--- config.mk ---
export PLATFORM = sky130hd
export DESIGN_NAME = darkbus_arbiter
export DESIGN_NICKNAME = d
export VERILOG_FILES = /design/src/rtl/darkbus_pkg.sv /design/src/rtl/darkbus_arb_pick.sv /design/src/rtl/darkbus_arbiter.sv
export SDC_FILE = /design/constraint.sdc
export NUM_CORES = 1
export LEC_CHECK = 0
export CORE_MARGIN = 5
export CORE_UTILIZATION = 34
export CTS_CLUSTER_DIAMETER = 30
export DETAILED_ROUTE_END_ITERATION = 6
export PLACE_DENSITY = 0.85
export SYNTH_ARGS = -nofsm -noshare
export SYNTH_HDL_FRONTEND = slang
export SYNTH_HIERARCHICAL = 1
export SYNTH_SLANG_ARGS = --single-unit
--- constraint.sdc ---
create_clock -name clk -period 1.8 [get_ports clk]
set_input_delay 0.54 -clock clk [delete_from_list [all_inputs] [get_ports clk]]
set_output_delay 0.54 -clock clk [all_outputs]
set_load 0.01 [all_outputs]
--- src/rtl/darkbus_pkg.sv ---
// Shared types and constants for the darkbus fetch/memory-stage arbiter.
package darkbus_pkg;

    typedef logic [1:0] arb_state_t;
    localparam arb_state_t ARB_IDLE = 2'd0;
    localparam arb_state_t ARB_BUSY = 2'd1;
    localparam arb_state_t ARB_RESP = 2'd2;

    typedef enum logic {
        OWN_FE = 1'b0,
        OWN_ME = 1'b1
    } owner_t;

    localparam int DARKBUS_AW = 32;
    localparam int DARKBUS_DW = 32;

    // Request at the default bus geometry; the arbiter declares the same layout at its own widths.
    typedef struct packed {
        logic                      rw;
        logic [DARKBUS_DW/8-1:0]   be;
        logic [DARKBUS_AW-1:0]     addr;
        logic [DARKBUS_DW-1:0]     wdata;
    } bus_req_t;

    function automatic logic [7:0] sat_inc8(input logic [7:0] v);
        return (v == 8'hFF) ? v : v + 8'd1;
    endfunction

endpackage

--- src/rtl/darkbus_arb_pick.sv ---
// Combinational winner select between the fetch and memory-stage requesters.
module darkbus_arb_pick
    import darkbus_pkg::*;
#(
    parameter int PRIORITY = 0
) (
    input  logic   fe_en_i,
    input  logic   me_en_i,
    input  owner_t last_i,
    output logic   grant_o,
    output owner_t owner_o
);

    always_comb begin
        grant_o = fe_en_i | me_en_i;
        owner_o = OWN_FE;
        if (fe_en_i && me_en_i) begin
            // Round-robin hands a tie to whoever did not own the bus last.
            if (PRIORITY == 0) begin
                owner_o = OWN_ME;
            end else begin
                owner_o = (last_i == OWN_ME) ? OWN_FE : OWN_ME;
            end
        end else if (me_en_i) begin
            owner_o = OWN_ME;
        end
    end

endmodule

--- src/rtl/darkbus_arbiter.sv ---
// Registered arbiter sharing the core-side darkbus port between fetch and memory stages,
// with grant locking, fixed/round-robin tie break and a response timeout.
module darkbus_arbiter
    import darkbus_pkg::*;
#(
    parameter int AW       = 32,
    parameter int DW       = 32,
    parameter int PRIORITY = 0,
    parameter int TIMEOUT  = 64
) (
    input  logic            clk,
    input  logic            res,
    input  logic            fe_en,
    input  logic            fe_rw,
    input  logic [DW/8-1:0] fe_be,
    input  logic [AW-1:0]   fe_addr,
    input  logic [DW-1:0]   fe_wdata,
    output logic [DW-1:0]   fe_rdata,
    output logic            fe_valid,
    output logic            fe_err,
    input  logic            me_en,
    input  logic            me_rw,
    input  logic [DW/8-1:0] me_be,
    input  logic [AW-1:0]   me_addr,
    input  logic [DW-1:0]   me_wdata,
    output logic [DW-1:0]   me_rdata,
    output logic            me_valid,
    output logic            me_err,
    output logic            tgt_en,
    output logic            tgt_rw,
    output logic [DW/8-1:0] tgt_be,
    output logic [AW-1:0]   tgt_addr,
    output logic [DW-1:0]   tgt_wdata,
    input  logic [DW-1:0]   tgt_rdata,
    input  logic            tgt_valid,
    output logic            busy,
    output logic            owner,
    output logic [7:0]      to_count
);

    localparam int TW = (TIMEOUT > 1) ? $clog2(TIMEOUT) : 1;

    typedef struct packed {
        logic            rw;
        logic [DW/8-1:0] be;
        logic [AW-1:0]   addr;
        logic [DW-1:0]   wdata;
    } req_t;

    arb_state_t    state_q, state_d;
    owner_t        owner_q, owner_d;
    req_t          req_q, req_d;
    logic [TW-1:0] timer_q, timer_d;
    logic [DW-1:0] rdata_q, rdata_d;
    logic          err_q, err_d;
    logic [7:0]    to_count_q, to_count_d;

    logic   pick_grant;
    owner_t pick_owner;
    logic   expire;

    darkbus_arb_pick #(.PRIORITY(PRIORITY)) u_pick (
        .fe_en_i (fe_en),
        .me_en_i (me_en),
        .last_i  (owner_q),
        .grant_o (pick_grant),
        .owner_o (pick_owner)
    );

    assign expire = (TIMEOUT != 0) && (timer_q == TW'(TIMEOUT - 1));

    always_comb begin
        state_d    = state_q;
        owner_d    = owner_q;
        req_d      = req_q;
        timer_d    = timer_q;
        rdata_d    = rdata_q;
        err_d      = err_q;
        to_count_d = to_count_q;
        case (state_q)
            ARB_IDLE: begin
                if (pick_grant) begin
                    owner_d = pick_owner;
                    req_d   = (pick_owner == OWN_ME) ? req_t'{me_rw, me_be, me_addr, me_wdata}
                                                     : req_t'{fe_rw, fe_be, fe_addr, fe_wdata};
                    timer_d = '0;
                    state_d = ARB_BUSY;
                end
            end
            ARB_BUSY: begin
                timer_d = timer_q + 1'b1;
                // A completion arriving on the expiry cycle still counts as a good response.
                if (tgt_valid) begin
                    rdata_d = req_q.rw ? '0 : tgt_rdata;
                    err_d   = 1'b0;
                    state_d = ARB_RESP;
                end else if (expire) begin
                    rdata_d    = '0;
                    err_d      = 1'b1;
                    to_count_d = sat_inc8(to_count_q);
                    state_d    = ARB_RESP;
                end
            end
            ARB_RESP: state_d = ARB_IDLE;
            default:  state_d = ARB_IDLE;
        endcase
    end

    always_ff @(posedge clk or negedge res) begin
        if (!res) begin
            state_q    <= ARB_IDLE;
            owner_q    <= OWN_ME;
            req_q      <= '0;
            timer_q    <= '0;
            rdata_q    <= '0;
            err_q      <= 1'b0;
            to_count_q <= '0;
        end else begin
            state_q    <= state_d;
            owner_q    <= owner_d;
            req_q      <= req_d;
            timer_q    <= timer_d;
            rdata_q    <= rdata_d;
            err_q      <= err_d;
            to_count_q <= to_count_d;
        end
    end

    assign tgt_en    = (state_q == ARB_BUSY);
    assign tgt_rw    = req_q.rw;
    assign tgt_be    = req_q.be;
    assign tgt_addr  = req_q.addr;
    assign tgt_wdata = req_q.wdata;

    assign fe_valid  = (state_q == ARB_RESP) && (owner_q == OWN_FE);
    assign me_valid  = (state_q == ARB_RESP) && (owner_q == OWN_ME);
    assign fe_err    = fe_valid & err_q;
    assign me_err    = me_valid & err_q;
    assign fe_rdata  = rdata_q;
    assign me_rdata  = rdata_q;

    assign busy      = (state_q != ARB_IDLE);
    assign owner     = owner_q;
    assign to_count  = to_count_q;

endmodule
==> results of run 1 <==
-- worst max-delay path by stage --
| stage | slack [ps] | depth (start not counted) | to |
|---|---|---|---|
| finish | -140 | 3 | me_err |
| CTS | -160 | 4 | me_err |
| global placement | -660 | 6 | to_count[3] |
| detailed placement | -730 | 6 | to_count[2] |
| floorplan | -130 | 5 | to_count[6] |
| global route | -200 | 3 | me_err |
-- cell families (layout without fill, tap and decap cells) --
group                      count (synthesis)  in the layout  share of synthesized area
AOI/OAI and AO/OA                        114            114                      0.131
xor gates and xnor gates                   7              7                     0.0115
adders and majority gates                  2              2                    0.00469
buffers and inverters                     66            402                     0.0692
DFF                                      119            119                      0.559
muxes                                     71             71                      0.134
and+or+nand+nor                          114            114                     0.0915
-- critical path: stages, from the launching register on --
cell and delay [ps]:
sky130_fd_sc_hd__dfstp_2 580, sky130_fd_sc_hd__and3b_1 190, sky130_fd_sc_hd__and2_1 120, sky130_fd_sc_hd__buf_2 120
-- per-stage QoR --
stage	instance area, um^2	utilization
2_1_floorplan	5360	-
3_3_place_gp	8800	0.575
3_5_place_dp	8800	0.575
4_1_cts	9390	0.613
5_1_grt	9470	0.618
6_report	9470	0.618
-- cells in the mapped netlist (2+ instances only) --
master,instances,share of area
sky130_fd_sc_hd__dfrtp_1,118,0.55
sky130_fd_sc_hd__buf_4,32,0.045
sky130_fd_sc_hd__inv_1,2,0.0014
sky130_fd_sc_hd__nand2b_1,2,0.0023
sky130_fd_sc_hd__nor4_1,2,0.0023
sky130_fd_sc_hd__ha_1,2,0.0047
sky130_fd_sc_hd__and2_1,2,0.0023
sky130_fd_sc_hd__clkbuf_1,29,0.020
sky130_fd_sc_hd__nand2_1,13,0.0092
sky130_fd_sc_hd__mux2i_1,69,0.13
sky130_fd_sc_hd__nor3_1,4,0.0038
sky130_fd_sc_hd__mux2_1,2,0.0042
sky130_fd_sc_hd__a22o_1,32,0.053
sky130_fd_sc_hd__nand4_1,2,0.0023
sky130_fd_sc_hd__nand3_1,5,0.0047
sky130_fd_sc_hd__nor2_1,76,0.053
sky130_fd_sc_hd__a21oi_1,71,0.067
sky130_fd_sc_hd__nor3b_1,3,0.0042
sky130_fd_sc_hd__xor2_1,7,0.011
sky130_fd_sc_hd__o21ai_0,7,0.0066
-- flip-flops by register name, indices dropped and copies added (netlist names) --
register and flops:
owner 1, timer_q 6, tgt_wdata 32, fe_rdata 32
err_q 1, tgt_rw 1, tgt_be 4, state_q 2
to_count 8, tgt_addr 32
-- power by group through the flow --
| stage | clock (mW) | sequential (mW) | combinational (mW) |
|---|---|---|---|
| detailed placement | 0 | 4.66 | 6.84 |
| CTS | 3.54 | 4.58 | 6.02 |
| global route | 3.68 | 4.74 | 6.55 |
| floorplan | 0 | 5.07 | 2.42 |
| finish | 3.46 | 4.56 | 6.07 |
| global placement | 0 | 4.60 | 6.71 |
-- layout make-up --
cell class	instances	area (um^2)	area share
Tap cell	211	264	0.0279
Sequential cell	119	2980	0.315
Clock buffer	18	439	0.0464
Clock inverter	14	173	0.0182
Inverter	3	11.3	0.00119
Timing Repair Buffer	367	3490	0.369
Multi-Input combinational cell	308	2110	0.223
-- per-layer routing --
metal,up-vias,GRT usage,part of all wire
li1,2349,-,-
met1,2307,0.195,0.36
met2,195,0.340,0.55
met3,8,0.0702,0.088
met4,0,0.0403,0.0069
met5,-,0,0
-- repair_timing --
| action | CTS | global route |
|---|---|---|
| hold buffers | 0 | 0 |
| pin swaps | 10 | 7 |
| endpoints found under the setup margin | 156 | 15 |
| setup buffers | 12 | 6 |
| resized for setup | 193 | 10 |
==> reports/qor.yml, run 1 <==
status: "finished with violations"
violations: "negative setup slack"
layout_min_cycle_time_ps: 1940
hold_path_class: "in2async"
cp_required_ps: 1260
drc_errors: 0
p_int_mw: 9.14
sw_frac_of_total: 0.351
syn-mean-instance-area_um2: 10.8
seq_power_share: 0.324
maxCapViolations: 0
mostFrequentLayoutCells: "sky130_fd_sc_hd__clkdlybuf4s50_1, sky130_fd_sc_hd__dlygate4sd2_1, sky130_fd_sc_hd__dfrtp_1, sky130_fd_sc_hd__nor2_1, sky130_fd_sc_hd__a21oi_1"
edff_count_synth: 0
totalNegativeSetupSlack_ps: -829
most_used_flip_flop_cell_after_synthesis: "sky130_fd_sc_hd__dfrtp_1"
startpoint_of_the_worst_setup_timing_path: "owner"
htree_levels: 4
cells_after_dpl: 992
buffer_ports.inserted: 322
std_cell_rows: 45
antennaDiodeCount: 0
critPathCaptureType: "primary output"
final_cell_count_no_fill: 1040
critical_path_peak_fanout: 4
drt-pass1-iter-count: 4
slew_headroom: 0.636
syn_to_final_growth_pct: 77.6
dp_hpwl_um: 13200
drive_gt1_frac: 0.131
power_per_cell_area_nw_per_um2: 1490
maximum_number_of_pins_on_one_net_before_global_route_repair: 71
p_comb_frac: 0.431
worst_slew_pin_slew_ps: 546
fmaxAchievable_mhz: 515
synth_warnings: 6
tritoncts: "done"
initial_utilization: 0.348
core_region_area_um2: 15300
detail_route.vias_per_cell: 4.67
ir_drop_v: 0.000777
worst_slack_ps: -143
clock_path_buffers: 2
clock-skew-final_ps: 8.73
p_switching_mw: 4.95
fp.dieArea_um2: 18300
num-fill-cells: 1270
finalSetupViolations: 12
place_ws_ps: -734
ant_nets: 0
static_leakage_power_nw: 4.51
grt_antenna_before_repair: 0
layout_commonest_cell: "sky130_fd_sc_hd__clkdlybuf4s50_1"
number_of_buffers_added_by_the_clock_tree_synthesis_step: 17
crit-reg2reg-launch: "state_q[1]"
rr_endpoint: "to_count[2]"
cts.sink_count: 119
clk_latency_ps: 400
gp_congestion: 0.757
synth_net_count: 670
synth-seq-area-share: 0.559
globalRouteTotalUtil: 0.183
ys_seq_elements: 119
cp-start-kind: "flop"
grt_overflow: 0
detail_route.wirelength_um: 17400
whs_ps: 79.7
grt_pass1_wl_um: 26200
wire_per_inst_um: 16.8
clk_root_buffer_cell: "sky130_fd_sc_hd__clkbuf_16"
fp.dieH_um: 135
grt_setup_unrepaired: "true"
power_frac_clock: 0.245
worst-endpoint-arrival_ps: 1400
slew_violations: 0
reg2regPathDepth: 6
path_clk_slew_ps: 60
post-layout-total-power_mw: 14.1
synth_area_um2: 5330
initialDrtViolationCount: 256
num_io_pins: 323
number_of_instances_in_the_synthesized_netlist: 493
die_x_um: 135
ys_async_sr_fraction: 1.00
synth.distinct_cells: 33
finish.net_count: 993
setup.worst_path.class: "reg2out"
vias_after_detailed_routing: 4859
min_period_over_period: 1.08
grt_pass1_vias: 5078
timing.final.hold_violations: 0
timing.reg2reg.setup_slack_ps: -100
Note: power is estimated with default switching activity, not from simulation.
==> inputs of run 2 (changes only) <==
- GPL_ROUTABILITY_DRIVEN: not set -> 0
- MAX_ROUTING_LAYER: not set -> met4
- RECOVER_POWER: not set -> 50
==> reports/qor.yml, run 2 (synthesis results as in run 1) <==
globalRouteTotalUtil: 0.188  # +0.00557
std_cell_rows: 45  # unchanged
slew_headroom: 0.483  # -0.153
cells_after_dpl: 992  # unchanged
hold_buffers: 0  # unchanged
slew_violations: 0  # unchanged
timing.final.hold_violations: 0  # unchanged
post-layout-total-power_mw: 14.0  # -0.55%
htree_levels: 4  # unchanged
ant_nets: 0  # unchanged
fmaxAchievable_mhz: 514  # about the same
clock_path_buffers: 2  # unchanged
drt-pass1-iter-count: 4  # unchanged
setup.worst_path.class: "reg2out"
grt_antenna_before_repair: 0  # unchanged
die_x_um: 135  # unchanged
hold_path_class: "in2async"
path_clk_slew_ps: 60  # about the same
clock-skew-final_ps: 8.42  # -0.310 ps
antennaDiodeCount: 0  # unchanged
min_period_over_period: 1.08  # about the same
tritoncts: "done"
worst_slack_ps: -144  # -1.18 ps
violations: "negative setup slack"
clk_root_buffer_cell: "sky130_fd_sc_hd__clkbuf_16"
cp.buffers_inverters: 1  # unchanged
grt_overflow: 0  # unchanged
placement.cell_area_um2: 8800  # unchanged
area_of_all_placed_cells_without_fillers_um2: 9400  # -0.73%
fp.dieArea_um2: 18300  # unchanged
grt_pass1_wl_um: 26200  # -0.13%
static_leakage_power_nw: 4.48  # -0.79%
ir_drop_v: 0.000778  # about the same
syn_to_final_growth_pct: 76.3
grt_pass1_vias: 5094  # +0.32%
worst-endpoint-arrival_ps: 1400  # about the same
buffer_ports.inserted: 322  # unchanged
fp.dieH_um: 135  # unchanged
layout_commonest_cell: "sky130_fd_sc_hd__clkdlybuf4s50_1"
cp-start-kind: "flop"
critPathCaptureType: "primary output"
number_of_buffers_added_by_the_clock_tree_synthesis_step: 17  # unchanged
path_delay_family: "flip-flops"
maximum_number_of_pins_on_one_net_before_global_route_repair: 71  # unchanged
vias_after_detailed_routing: 4863  # +0.082%
cp_required_ps: 1260  # about the same
initialDrtViolationCount: 252  # -1.6%
drive_gt1_frac: 0.125  # -0.00603
layout.core_utilization: 0.614  # -0.00449
detail_route.wirelength_um: 17300  # -0.50%
critPathSlowestCell: "sky130_fd_sc_hd__dfstp_2"
detail_route.vias_per_cell: 4.68  # about the same
drc_errors: 0  # unchanged
cts.sink_count: 119  # unchanged
num_io_pins: 323  # unchanged
wire_per_inst_um: 16.7  # -0.50%
dp_hpwl_um: 13200  # unchanged
finalSetupViolations: 40  # +28
finish.net_count: 993  # unchanged
power_per_cell_area_nw_per_um2: 1490  # +0.18%
grt_setup_unrepaired: "true"
critical_path_peak_fanout: 4  # unchanged
maxCapViolations: 0  # unchanged
core_region_area_um2: 15300  # unchanged
layout_min_cycle_time_ps: 1940  # +1.18 ps
clk_latency_ps: 400  # about the same
final_cell_count_no_fill: 1040  # unchanged
initial_utilization: 0.348  # unchanged
worst_slew_pin_slew_ps: 776  # +230 ps
worst_path_largest_cell_delay_ps: 580  # about the same
mostFrequentLayoutCells: "sky130_fd_sc_hd__clkdlybuf4s50_1, sky130_fd_sc_hd__dlygate4sd2_1, sky130_fd_sc_hd__dfrtp_1, sky130_fd_sc_hd__nor2_1, sky130_fd_sc_hd__a21oi_1"
status: "finished with violations"
cp_cell_sequence: "and3b_1, and2_1, buf_2"
==> run 2: area by class of cell <==
type                       count  area (um^2)
multi-input combinational    308         2110
sequential                   119         2980
inverter                       3         11.3
clock inverter                14          173
tap                          211          264
fill                        1282         5910
clock buffer                  18          439
timing repair buffer         367         3430
==> run 2: what timing repair did <==
item	CTS	global route
endpoints found under the setup margin	156	15
gates resized for setup	193	10
pin swaps	10	6
setup buffers	12	6
==> run 2: per-stage QoR <==
stage               hold slack [ps]  setup TNS, ps  worst slack [ps]
floorplan                       244          -6820              -130
global placement                476         -14890              -657
detailed placement              476         -18240              -734
CTS                            80.6           -595              -157
global route                    250          -8740              -202
finish                          209          -1080              -144
==> run 2: final timing paths <==
kind	from	end	slack (ps)	cells past startpoint
worst max-delay path	owner	me_err	-140	3
max in group asynchronous	res	fe_rdata[24]	340	2
min in group clk	timer_q[4]	timer_q[4]	480	1
worst max register to register	state_q[1]	to_count[2]	-110	6
worst min-delay path	res	tgt_wdata[5]	210	1
worst min register to register	timer_q[4]	timer_q[4]	480	1
==> run 2: power breakdown <==
part	switching (mW)	total, mW	internal, mW	leakage (nW)
clock	1.23	3.45	2.22	0.297
sequential	0.715	4.56	3.85	1.42
combinational	2.97	6.00	3.03	2.76
total	4.92	14.0	9.10	4.48
==> run 2: worst reg2reg max path: stages (launching register included) <==
cell,delay [ps]
sky130_fd_sc_hd__dfrtp_1,400
sky130_fd_sc_hd__buf_6,120
sky130_fd_sc_hd__or3b_4,380
sky130_fd_sc_hd__or3_4,410
sky130_fd_sc_hd__buf_6,160
sky130_fd_sc_hd__nor3b_2,160
sky130_fd_sc_hd__xor2_1,180
==> run 2: routing by layer <==
| metal | global-route usage | vias up | wire [um] |
|---|---|---|---|
| met4 | 0.0403 | 0 | 91 |
| li1 | - | 2354 | - |
| met3 | 0.0587 | 6 | 1390 |
| met2 | 0.340 | 198 | 9520 |
| met5 | - | - | 0 |
| met1 | 0.203 | 2305 | 6340 |
